**src/rtl/mem_wb_stage.sv**
```systemverilog
// MEM->WB pipeline register and write-back state owner (HI/LO, LL bit).
// Optional LL-bit support is built only when MEM_WB_LLBIT_EN is defined.
module mem_wb_stage #(
    parameter int DATA_W = 32,
    parameter int ADDR_W = 5
) (
    input  logic              clk,
    input  logic              rst,
    input  logic [5:0]        stall,
    input  logic              flush,
    input  logic [ADDR_W-1:0] mem_wd,
    input  logic              mem_wreg,
    input  logic [DATA_W-1:0] mem_wdata,
    input  logic              mem_whilo,
    input  logic [DATA_W-1:0] mem_hi,
    input  logic [DATA_W-1:0] mem_lo,
    input  logic              mem_llbit_we,
    input  logic              mem_llbit_value,
    output logic [ADDR_W-1:0] wb_wd,
    output logic              wb_wreg,
    output logic [DATA_W-1:0] wb_wdata,
    output logic [DATA_W-1:0] hi_o,
    output logic [DATA_W-1:0] lo_o,
    output logic              llbit_o
);

    logic              bubble_s;
    logic              capture_s;
    logic              whilo_r;
    logic [DATA_W-1:0] hi_r;
    logic [DATA_W-1:0] lo_r;
    logic [DATA_W-1:0] hi_arch_r;
    logic [DATA_W-1:0] lo_arch_r;
    logic              unused_stall_s;

    // Flush beats every stall; a stalled MEM feeding a running WB inserts a bubble.
    assign bubble_s       = flush | (stall[4] & ~stall[5]);
    assign capture_s      = ~stall[4];
    assign unused_stall_s = ^stall[3:0];

    // Pipeline register for the GPR write port and pending HI/LO write.
    always_ff @(posedge clk or posedge rst) begin
        if (rst) begin
            wb_wd    <= {ADDR_W{1'b0}};
            wb_wreg  <= 1'b0;
            wb_wdata <= {DATA_W{1'b0}};
            whilo_r  <= 1'b0;
            hi_r     <= {DATA_W{1'b0}};
            lo_r     <= {DATA_W{1'b0}};
        end else if (bubble_s) begin
            wb_wd    <= {ADDR_W{1'b0}};
            wb_wreg  <= 1'b0;
            wb_wdata <= {DATA_W{1'b0}};
            whilo_r  <= 1'b0;
            hi_r     <= {DATA_W{1'b0}};
            lo_r     <= {DATA_W{1'b0}};
        end else if (capture_s) begin
            wb_wd    <= mem_wd;
            wb_wreg  <= mem_wreg;
            wb_wdata <= mem_wdata;
            whilo_r  <= mem_whilo;
            hi_r     <= mem_hi;
            lo_r     <= mem_lo;
        end
    end

    // Architectural HI/LO; a held instruction rewrites the same value harmlessly.
    always_ff @(posedge clk or posedge rst) begin
        if (rst) begin
            hi_arch_r <= {DATA_W{1'b0}};
            lo_arch_r <= {DATA_W{1'b0}};
        end else if (whilo_r) begin
            hi_arch_r <= hi_r;
            lo_arch_r <= lo_r;
        end
    end

    // HI/LO read bypass so the committing value is visible this cycle.
    always_comb begin
        hi_o = hi_arch_r;
        lo_o = lo_arch_r;
        if (whilo_r) begin
            hi_o = hi_r;
            lo_o = lo_r;
        end else begin
            hi_o = hi_arch_r;
            lo_o = lo_arch_r;
        end
    end

`ifdef MEM_WB_LLBIT_EN
    logic llbit_we_r;
    logic llbit_value_r;
    logic llbit_r;

    // LL-bit pipeline fields, same update rules as the main pipeline register.
    always_ff @(posedge clk or posedge rst) begin
        if (rst) begin
            llbit_we_r    <= 1'b0;
            llbit_value_r <= 1'b0;
        end else if (bubble_s) begin
            llbit_we_r    <= 1'b0;
            llbit_value_r <= 1'b0;
        end else if (capture_s) begin
            llbit_we_r    <= mem_llbit_we;
            llbit_value_r <= mem_llbit_value;
        end
    end

    // An exception breaks the link before any pending LL write lands.
    always_ff @(posedge clk or posedge rst) begin
        if (rst) begin
            llbit_r <= 1'b0;
        end else if (flush) begin
            llbit_r <= 1'b0;
        end else if (llbit_we_r) begin
            llbit_r <= llbit_value_r;
        end
    end

    // LL-bit read bypass.
    always_comb begin
        llbit_o = llbit_r;
        if (flush) begin
            llbit_o = 1'b0;
        end else if (llbit_we_r) begin
            llbit_o = llbit_value_r;
        end else begin
            llbit_o = llbit_r;
        end
    end
`else
    logic unused_llbit_s;

    assign unused_llbit_s = mem_llbit_we ^ mem_llbit_value;
    assign llbit_o        = 1'b0;
`endif

endmodule

```
**config.mk**
```make
export PLATFORM = sky130hd
export DESIGN_NAME = mem_wb_stage
export DESIGN_NICKNAME = d
export VERILOG_FILES = /design/src/rtl/mem_wb_stage.sv
export SDC_FILE = /design/constraint.sdc
export NUM_CORES = 1
export LEC_CHECK = 0
export BUFFER_PORTS_ARGS = -buffer_cell sky130_fd_sc_hd__buf_4
export CAP_MARGIN = 25
export CELL_PAD_IN_SITES_DETAIL_PLACEMENT = 1
export CELL_PAD_IN_SITES_GLOBAL_PLACEMENT = 2
export CORE_ASPECT_RATIO = 1.2
export CORE_MARGIN = 4
export CORE_UTILIZATION = 37
export CTS_BUF_LIST = sky130_fd_sc_hd__clkbuf_4 sky130_fd_sc_hd__clkbuf_8
export DETAILED_ROUTE_END_ITERATION = 12
export GPL_ROUTABILITY_DRIVEN = 1
export PLACE_DENSITY_LB_ADDON = 0.1
export SYNTH_ARGS = -nofsm -noshare
export SYNTH_HDL_FRONTEND = slang
export SYNTH_SLANG_ARGS = --single-unit
```
**constraint.sdc**
```tcl
create_clock -name clk -period 14 [get_ports clk]
set_clock_uncertainty 0.15 [all_clocks]
set_input_delay 0 -clock clk [delete_from_list [all_inputs] [get_ports clk]]
set_output_delay 0 -clock clk [all_outputs]
set_load 0.01 [all_outputs]
```
==> qor.txt, run 1 <==
DRC -> 0
Post-Route WL -> 21.8 mm
Int Pwr -> 0.818 mW
Post-Synth XOR/XNOR Area -> 0%
Port-buffer cells -> 209
H-tree depth -> 4
largest family of logic cells by synthesized area -> simple AND/OR/NAND/NOR gates
Worst R2R Path Depth -> 2
final clock period utilization by the worst path -> 18.8%
die width -> 136 um
first-pass GRT wire length -> 35.1 mm
top post-synthesis cells by count -> dfrtp_1 (167), nand2b_1 (103), mux2_2 (64), a21oi_1 (63), nand3_1 (63)
CTS tree -> yes
PwrDens -> 100 nW/um2
Max Cap Violations -> 0
latest clock arrival within the worst-skew pair -> 0.45 ns
clk sink count -> 167
mux cell area share after synthesis -> 9.89%
status -> complete, no violations
Critical Path Fanout Max -> 38
switching share of power -> 26.9%
Overflow after GRT -> 0
starting density of the core -> 38.1%
die span in y -> 162 um
Synthesis Warnings -> 0
Leakage -> 5.23 nW
Final Max Slew Viols -> 0
Post-Syn Area -> 7290 um2
Hold Fails Final Rpt -> 0
Critical path buffers and inverters -> 2
hold-fix buffers at CTS -> 182
asr flop ratio synth -> 100%
Area contributors post-synth -> dfrtp_1 (57%), mux2_2 (9.9%), nand2b_1 (8.8%)
Core Footprint -> 19100 um2
Post-synth top flop -> dfrtp_1
vias per inst -> 4.83
Post-synth EDFFs -> 0
clk slew on worst S/H paths -> 0.09 ns
GRT Util Overall -> 20.1%
CP cell instances -> buf_4 > mux2_2 > buf_4
Layout Area Growth over Synthesis -> 53.0%
FF+latch count, synth -> 167
Net Sw Power -> 0.302 mW
fmax -> 381 MHz
Crit-path slowest cell -> dfrtp_2
register area -> 4180 um2
Synth cell types -> 15
DR WL/cell -> 17.8 um
total power -> 1.12 mW
final setup fails -> 0
routability cong. -> 0.715
Post-CTS Resized -> 0
Mapped Cells -> 595
Crit Path Category -> reg2out
post-synthesis compound-gate area fraction -> 9.13%
combinational power share -> 19.2%
largest net degree at the start of global routing -> 120
post-CTS setup buffer count -> 0
Critical Path Sink Type -> output pin
hold depth -> 3
critical path's top delay family -> flip-flops
Worst Path Arrival -> 2.48 ns
Ports -> 217
ANT cells -> 0
Yosys top cell area share -> 57.3%
Detailed Routing Iterations Pass 1 -> 4
Sequential Power Share -> 47.5%
Routed Antenna Nets -> 0
Initial DRC Count -> 226
most frequent cell on the critical path -> buf_4
CTS Buffer Depth -> 2
Least-Margin Pin Slew -> 0.940 ns
Max VDD drop -> 56.5 uV
adder-cell share of the synthesized area -> 0%
RSZ-0062 raised after global routing -> false
clock share of power -> 33.4%
Crit. path cell count -> 3
final instance area -> 11100 um2
TritonCTS Buffers -> 17
# rows -> 55
final layout net count -> 1072
antenna violations before repair -> 0
vias in the first global route -> 6680
Filler Cells Inserted -> 2072
max incr delay on CP -> 0.82 ns
Synth Area in Simple Gates -> 18.7%
Slew HR -> 37.3%
Post-Place Cell Area -> 8870 um2
share of layout cells above drive strength 1 -> 40.5%
area taken by multi-input logic gates -> 2750 um2
Mapped Nets -> 709
Syn Area/Cell -> 12.2 um2
startpoint types -> flop
sequential share of the synthesized area -> 57.3%
CP Data Required Time -> 13.85 ns
most frequent cell after synthesis -> dfrtp_1
Vias -> 5921
worst min-delay path category -> in2reg
post-DP HPWL -> 12.1 mm
post-layout min period -> 2.63 ns
root buf cell -> clkbuf_8
full die area -> 22000 um2
setup TNS -> 0 ns
Synth area leader -> dfrtp_1
-- tightest hold or removal path, cell delays in order --
cell and delay (ns):
buf_6 0.30, nand3_1 0.18, a21oi_1 0.07
-- registers in the layout, summed over array words and instances, names as in the netlist --
| signal | cells |
|---|---|
| hi_arch_r | 32 |
| hi_r | 32 |
| lo_arch_r | 32 |
| lo_r | 32 |
| wb_wdata | 32 |
| wb_wd | 5 |
| wb_wreg | 1 |
| whilo_r | 1 |
-- cells in the final DEF, fill, tap and decap left out, types with 2 or more instances in the layout --
| cell type | synthesis | final |
|---|---|---|
| inv_6 | 0 | 6 |
| a21oi_2 | 40 | 40 |
| dfrtp_1 | 167 | 166 |
| a21oi_1 | 63 | 63 |
| clkbuf_8 | 0 | 17 |
| buf_4 | 13 | 213 |
| clkinv_4 | 0 | 3 |
| dlygate4sd3_1 | 0 | 182 |
| nand3_2 | 40 | 40 |
| mux2_2 | 64 | 64 |
| nand3_1 | 63 | 63 |
| inv_8 | 0 | 2 |
| nand2b_1 | 103 | 103 |
| bufinv_16 | 0 | 3 |
-- metrics by stage --
step                util [%]  hold slack (ns)  setup WS (ns)  std cells
floorplan                  -         -0.00673           9.33        595
global placement        46.4           0.0590          11.80       1012
detailed placement      46.4           0.0609          11.80       1012
CTS                     58.1           0.0268          11.28       1226
global route            58.3           0.0516          11.20       1227
finish                  58.3           0.0326          11.37       1227
-- final timing paths --
check	start	endpoint	slack, ns
setup / recovery	whilo_r	lo_o[26]	11.37
setup reg to reg	whilo_r	lo_arch_r[26]	11.86
max in group asynchronous	rst	hi_arch_r[31]	12.44
hold reg to reg	lo_arch_r[23]	lo_arch_r[23]	0.35
hold / removal	stall[4]	hi_r[28]	0.03
min in group asynchronous	rst	lo_r[16]	0.10
-- power by group through the flow --
stage,logic (mW),registers [mW],clock network [mW]
floorplan,0.0944,0.538,0
global placement,0.171,0.538,0
detailed placement,0.175,0.541,0
CTS,0.214,0.532,0.386
global route,0.233,0.535,0.408
finish,0.215,0.531,0.374
-- kinds of logic (layout without fill, tap and decap cells) --
family	count (synthesis)	count (layout)
AND/OR/NAND/NOR	206	206
flip-flops	167	167
AO/OA/AOI/OAI	103	103
multiplexers	64	64
buffers and inverters	54	430
other	1	1
-- layer usage --
| layer | global-route usage (%) | share of wire [%] | up-vias |
|---|---|---|---|
| met2 | 35.7 | 53 | 136 |
| met4 | 5.77 | 1.6 | 0 |
| li1 | - | - | 2750 |
| met3 | 6.04 | 6.0 | 22 |
| met5 | 0 | 0 | - |
| met1 | 23.2 | 39 | 3013 |
-- area by class of cell --
type	count	share of cell area [%]
clock inverter	14	1.68
clock buffer	18	2.17
sequential	167	37.5
tap	256	2.87
timing repair buffer	397	31.0
inverter	1	0.0786
multi-input combinational	374	24.7
Power figures use the tool's default switching activity.
==> run 2, diff against run 1 <==
Settings changed: CORE_UTILIZATION 37 to 34.
Clock period 14 ns to 2.74 ns, I/O delays scaled along.
==> run 2 against run 1 <==
Compared with the run above: via count decreased by 0.78%; clock power increased to 5.1 times the previous value; sequential share of layout area is 0.29 points lower; total power rose to 5.1 times the previous value; utilization shrank 4.9 points; critical path depth unchanged; global-route usage down 1.9 points; critical endpoint is now lo_o[13]; largest cell class unchanged.
==> qor.txt, run 2 (synthesized netlist as in run 1, its figures left out) <==
Least-Margin Pin Slew -> 0.628 ns
first-pass GRT wire length -> 34.9 mm
Critical Path Fanout Max -> 43
# rows -> 58
H-tree depth -> 4
Post-Route WL -> 21.4 mm
Critical Path Sink Type -> output pin
status -> complete, no violations
post-DP HPWL -> 12.5 mm
CP startpoint -> whilo_r
Max Cap Violations -> 0
post-CTS setup buffer count -> 0
Worst R2R Path Depth -> 4
vias per inst -> 4.73
CP Data Required Time -> 2.59 ns
Vias -> 5875
Port-buffer cells -> 209
Crit Path Category -> reg2out
PwrDens -> 510 nW/um2
Routed Antenna Nets -> 0
Overflow after GRT -> 0
CTS tree -> yes
root buf cell -> clkbuf_8
CTS Buffer Depth -> 2
die width -> 142 um
most frequent cell on the critical path -> buf_4
die span in y -> 168 um
final setup fails -> 0
Leakage -> 5.21 nW
max incr delay on CP -> 0.51 ns
Crit-path slowest cell -> buf_4
hold depth -> 3
fmax -> 485 MHz
Reg2Reg Launch Point -> whilo_r
final core utilization -> 53.4%
clk slew on worst S/H paths -> 0.09 ns
Reg2Reg Capture Point -> whilo_r
ANT cells -> 0
Slew HR -> 58.1%
full die area -> 23900 um2
commonest non-fill, non-tap cell in the layout -> buf_4
Max VDD drop -> 346 uV
Final Max Slew Viols -> 0
share of layout cells above drive strength 1 -> 40.8%
largest net degree at the start of global routing -> 85
GRT Util Overall -> 18.2%
Ports -> 217
RSZ-0062 raised after global routing -> false
post-layout min period -> 2.06 ns
final layout net count -> 1074
flop-to-flop setup slack -> 1.04 ns
clk sink count -> 167
Core Footprint -> 21000 um2
CP cell instances -> buf_4 > mux2_2 > buf_4
DR WL/cell -> 17.2 um
vias in the first global route -> 6860
Post-Layout Cell Count -> 1243
Worst Path Arrival -> 1.91 ns
Hold Fails Final Rpt -> 0
TritonCTS Buffers -> 17
starting density of the core -> 34.6%
Initial DRC Count -> 188
hold_sp -> stall[4]
antenna violations before repair -> 0
latest clock arrival within the worst-skew pair -> 0.45 ns
setup TNS -> 0 ns
final clock period utilization by the worst path -> 75.3%
startpoint types -> flop
hold endpoint -> lo_r[28]
routability cong. -> 0.728
Layout Area Growth over Synthesis -> 54.1%
DRC -> 0
dpl cells -> 1031
worst min-delay path category -> in2reg
Detailed Routing Iterations Pass 1 -> 4
most frequent cells in the layout -> buf_4 (212), dlygate4sd3_1 (180), dfrtp_1 (166), nand2b_1 (103), mux2_2 (64)
run 2: cell type report:
| class | instances | area [um2] |
|---|---|---|
| clock inverter | 12 | 165 |
| fill | 2249 | 9810 |
| clock buffer | 20 | 269 |
| inverter | 1 | 7.51 |
| sequential | 167 | 4180 |
| timing repair buffer | 399 | 3520 |
| tap | 270 | 338 |
| multi-input combinational | 374 | 2750 |
run 2: critical path, delay by kind of cell, from the launching register on:
kind / cells / cell delay [ns]
buf+inv: 2 / 0.66
mux: 1 / 0.43
flops: 1 / 0.36
run 2: timing repair:
action	CTS	global route
hold endpoints to repair	270	0
gates resized for setup	0	0
hold buffers	180	0
run 2: how the worst max path moves through the flow:
| stage | endpoint | slack [ns] | depth (start not counted) |
|---|---|---|---|
| 3_5_place_dp | lo_o[28] | 1.12 | 3 |
| 6_report | lo_o[13] | 0.68 | 3 |
| 5_1_grt | lo_o[13] | 0.55 | 3 |
| 4_1_cts | lo_o[28] | 0.60 | 3 |
| 2_1_floorplan | hi_arch_r[0] | 0.46 | 1 |
| 3_3_place_gp | hi_o[9] | 1.12 | 3 |
run 2: metal layers:
| metal | track usage [%] | vias up | wire, um |
|---|---|---|---|
| li1 | - | 2753 | - |
| met2 | 32.6 | 138 | 11300 |
| met1 | 21.1 | 2961 | 8500 |
| met5 | 0 | - | 0 |
| met4 | 5.51 | 0 | 413 |
| met3 | 4.91 | 23 | 1160 |
run 2: through the flow:
stage                     total power, mW  cell area [um2]  hold WS, ns  setup WS [ns]
after global routing                 6.04            11200       0.0597          0.553
after floorplan                      3.23             7290     -0.00673          0.463
after global placement               3.65             9000       0.0452           1.12
after detailed placement             3.68             9000       0.0561           1.12
after CTS                            5.82            11200      0.00132          0.601
final                                5.73            11200       0.0294          0.676
run 2: power by group:
group | internal, mW | switching, mW | leakage, nW
sequential | 2.64 | 0.0684 | 2.24
combinational | 0.610 | 0.500 | 2.76
clock | 0.979 | 0.931 | 0.216
total | 4.23 | 1.50 | 5.21
==> run 3, diff against run 2 <==
Settings changed: CORE_UTILIZATION 34 to 31.
Clock period 2.74 ns to 1.8 ns, I/O delays scaled along.
==> run 3 against run 2 <==
Compared with the run above: the flow now stops in 4_1_cts; synthesized area unchanged; synthesized cell count did not move.
==> qor.txt, run 3 <==
starting density of the core -> 31.5%
Syn Area/Cell -> 12.2 um2
Synthesis Warnings -> 0
Synth area leader -> dfrtp_1
H-tree depth -> 4
Post-synth EDFFs -> 0
Port-buffer cells -> 209
die width -> 148 um
status -> aborted with a tool error
Post-synth top flop -> dfrtp_1
Ports -> 217
top post-synthesis cells by count -> dfrtp_1 (167), nand2b_1 (103), mux2_2 (64), a21oi_1 (63), nand3_1 (63)
die span in y -> 176 um
post-DP HPWL -> 13.9 mm
root buf cell -> clkbuf_8
post-CTS setup buffer count -> 0
Area contributors post-synth -> dfrtp_1 (57%), mux2_2 (9.9%), nand2b_1 (8.8%)
CTS Buffer Depth -> 2
Failed at -> 4_1_cts
routability cong. -> 0.742
FF+latch count, synth -> 167
TritonCTS Buffers -> 17
most frequent cell after synthesis -> dfrtp_1
Post-Syn Area -> 7290 um2
hold-fix buffers at CTS -> 224
Post-CTS Resized -> 21
Yosys top cell area share -> 57.3%
Synth cell types -> 15
sequential share of the synthesized area -> 57.3%
Error -> [ERROR RSZ-0060] Max buffer count reached.
clk sink count -> 167
Mapped Cells -> 595
asr flop ratio synth -> 100%
# rows -> 61
Mapped Nets -> 709
[run 3: cell counts after synthesis]
No cell type changed its count.
[run 3: stage by stage]
step | hold slack, ns | util [%] | worst slack [ns] | instance area [um2] | cells
3_5_place_dp | -0.102 | 39.8 | 0.439 | 9200 | 1084
3_3_place_gp | -0.0971 | 39.8 | 0.461 | 9200 | 1084
2_1_floorplan | -0.00673 | - | -0.477 | 7290 | 595
[run 3: cells by family after synthesis]
logic type / after synthesis / share of synthesized area (%)
compound gates: 103 / 9.13
flops: 167 / 57.3
mux: 64 / 9.89
buf+inv: 54 / 4.93
other cells: 1 / 0.0515
simple gates: 206 / 18.7
==> run 4, diff against run 3 <==
Settings changed: CELL_PAD_IN_SITES_DETAIL_PLACEMENT 1 to not set, CELL_PAD_IN_SITES_GLOBAL_PLACEMENT 2 to not set, CORE_ASPECT_RATIO 1.2 to not set, CORE_UTILIZATION 31 to 40, CTS_BUF_LIST sky130_fd_sc_hd__clkbuf_4 sky130_fd_sc_hd__clkbuf_8 to not set, PLACE_DENSITY_LB_ADDON 0.1 to 0.15.
Clock period 1.8 ns to 2.3 ns, I/O delays scaled along.
==> run 4 against run 3 <==
Compared with the run above: the flow now finishes without violations.
==> qor.txt, run 4 (synthesized netlist as in run 1, its figures left out) <==
status -> complete, no violations
Initial DRC Count -> 231
combinational power share -> 17.9%
Worst Path Arrival -> 1.76 ns
largest net degree at the start of global routing -> 73
total power -> 7.31 mW
DRC -> 0
ANT cells -> 0
Sequential Power Share -> 44.1%
full die area -> 20400 um2
clock share of power -> 38.0%
Crit Path Category -> reg2out
switching share of power -> 27.2%
CTS tree -> yes
latest clock arrival within the worst-skew pair -> 0.42 ns
CP Data Required Time -> 2.15 ns
Detailed Routing Iterations Pass 1 -> 4
RSZ-0062 raised after global routing -> false
Reg2Reg Launch Point -> whilo_r
# rows -> 49
worst setup margin -> 0.391 ns
die span in y -> 143 um
final core utilization -> 63.0%
clk sink count -> 167
startpoint types -> flop
CP startpoint -> whilo_r
Int Pwr -> 5.32 mW
pre-CTS setup slack -> 0.816 ns
Critical Path Sink Type -> output pin
Max VDD drop -> 736 uV
CTS Buffer Depth -> 2
Vias -> 5880
H-tree depth -> 4
Port-buffer cells -> 209
Final Max Slew Viols -> 0
GRT Util Overall -> 19.9%
final clock period utilization by the worst path -> 83.0%
routability cong. -> 0.758
final layout net count -> 1072
Slew HR -> 63.9%
Layout Area Growth over Synthesis -> 55.3%
final setup fails -> 0
most frequent cells in the layout -> buf_4 (214), dlygate4sd3_1 (175), dfrtp_1 (166), nand2b_1 (103), mux2_2 (64)
Hold Fails Final Rpt -> 0
Ports -> 217
Core Footprint -> 18000 um2
Max Cap Violations -> 0
vias per inst -> 4.90
antenna violations before repair -> 0
Least-Margin Pin Slew -> 0.541 ns
Post-Route WL -> 19.6 mm
worst min-delay path category -> in2reg
fmax -> 524 MHz
Net Sw Power -> 1.99 mW
post-layout min period -> 1.91 ns
share of layout cells above drive strength 1 -> 41.2%
post-CTS setup buffer count -> 0
commonest non-fill, non-tap cell in the layout -> buf_4
PwrDens -> 646 nW/um2
Overflow after GRT -> 0
setup TNS -> 0 ns
hold_sp -> stall[4]
DR WL/cell -> 16.4 um
root buf cell -> clkbuf_16
Routed Antenna Nets -> 0
Critical Path Fanout Max -> 33
die width -> 143 um
Filler Cells Inserted -> 1444
TritonCTS Buffers -> 17
starting density of the core -> 40.6%
vias in the first global route -> 6468
Leakage -> 5.30 nW
post-DP HPWL -> 11.5 mm
clk slew on worst S/H paths -> 0.06 ns
first-pass GRT wire length -> 32.5 mm
## run 4: layout make-up
cell class	count	area [um2]	share of cell area [%]
timing repair buffer	397	3510	31.0
sequential	167	4180	36.9
tap	229	287	2.53
multi-input combinational	374	2750	24.3
clock buffer	17	425	3.76
clock inverter	15	159	1.40
inverter	1	7.51	0.0663
## run 4: metrics by stage
stage	std cells	hold slack (ns)	instance area (um2)
after floorplan	595	-0.00673	7290
after global placement	993	-0.0979	8980
after detailed placement	993	-0.0887	8980
after CTS	1200	0.0519	11300
after global routing	1200	0.127	11300
final	1200	0.0767	11300
## run 4: routing by layer
metal  wire length (um)  part of all wire (%)  GRT usage (%)
met3               1430                   7.3           6.36
met4                366                   1.9           6.25
met2               9890                    50           33.8
met1               7960                    41           24.0
met5                  0                     0              0
## run 4: worst paths after layout
check	to	slack, ns	depth (start not counted)
worst max-delay path	hi_o[6]	0.39	3
max in group asynchronous	hi_arch_r[10]	0.69	5
min in group asynchronous	wb_wdata[25]	0.61	4
worst min-delay path	wb_wd[3]	0.08	3
worst min register to register	lo_arch_r[15]	0.35	1
worst max register to register	hi_arch_r[6]	0.84	2
## run 4: repair_timing
item / CTS / global route
endpoints found under the setup margin: 0 / 0
hold endpoints to repair: 270 / 0
hold buffers: 175 / 0
gates resized for setup: 0 / 0
## run 4: critical path: stages (launching register included)
cell	delay [ns]
dfrtp_2	0.35
buf_4	0.41
mux2_2	0.42
buf_4	0.15
## run 4: power by group through the flow
| stage | Sequential (mW) | Combinational (mW) | Clock (mW) |
|---|---|---|---|
| floorplan | 3.27 | 0.575 | 0 |
| global placement | 3.27 | 1.07 | 0 |
| detailed placement | 3.28 | 1.09 | 0 |
| CTS | 3.23 | 1.32 | 2.88 |
| global route | 3.25 | 1.42 | 3.01 |
| finish | 3.22 | 1.31 | 2.78 |
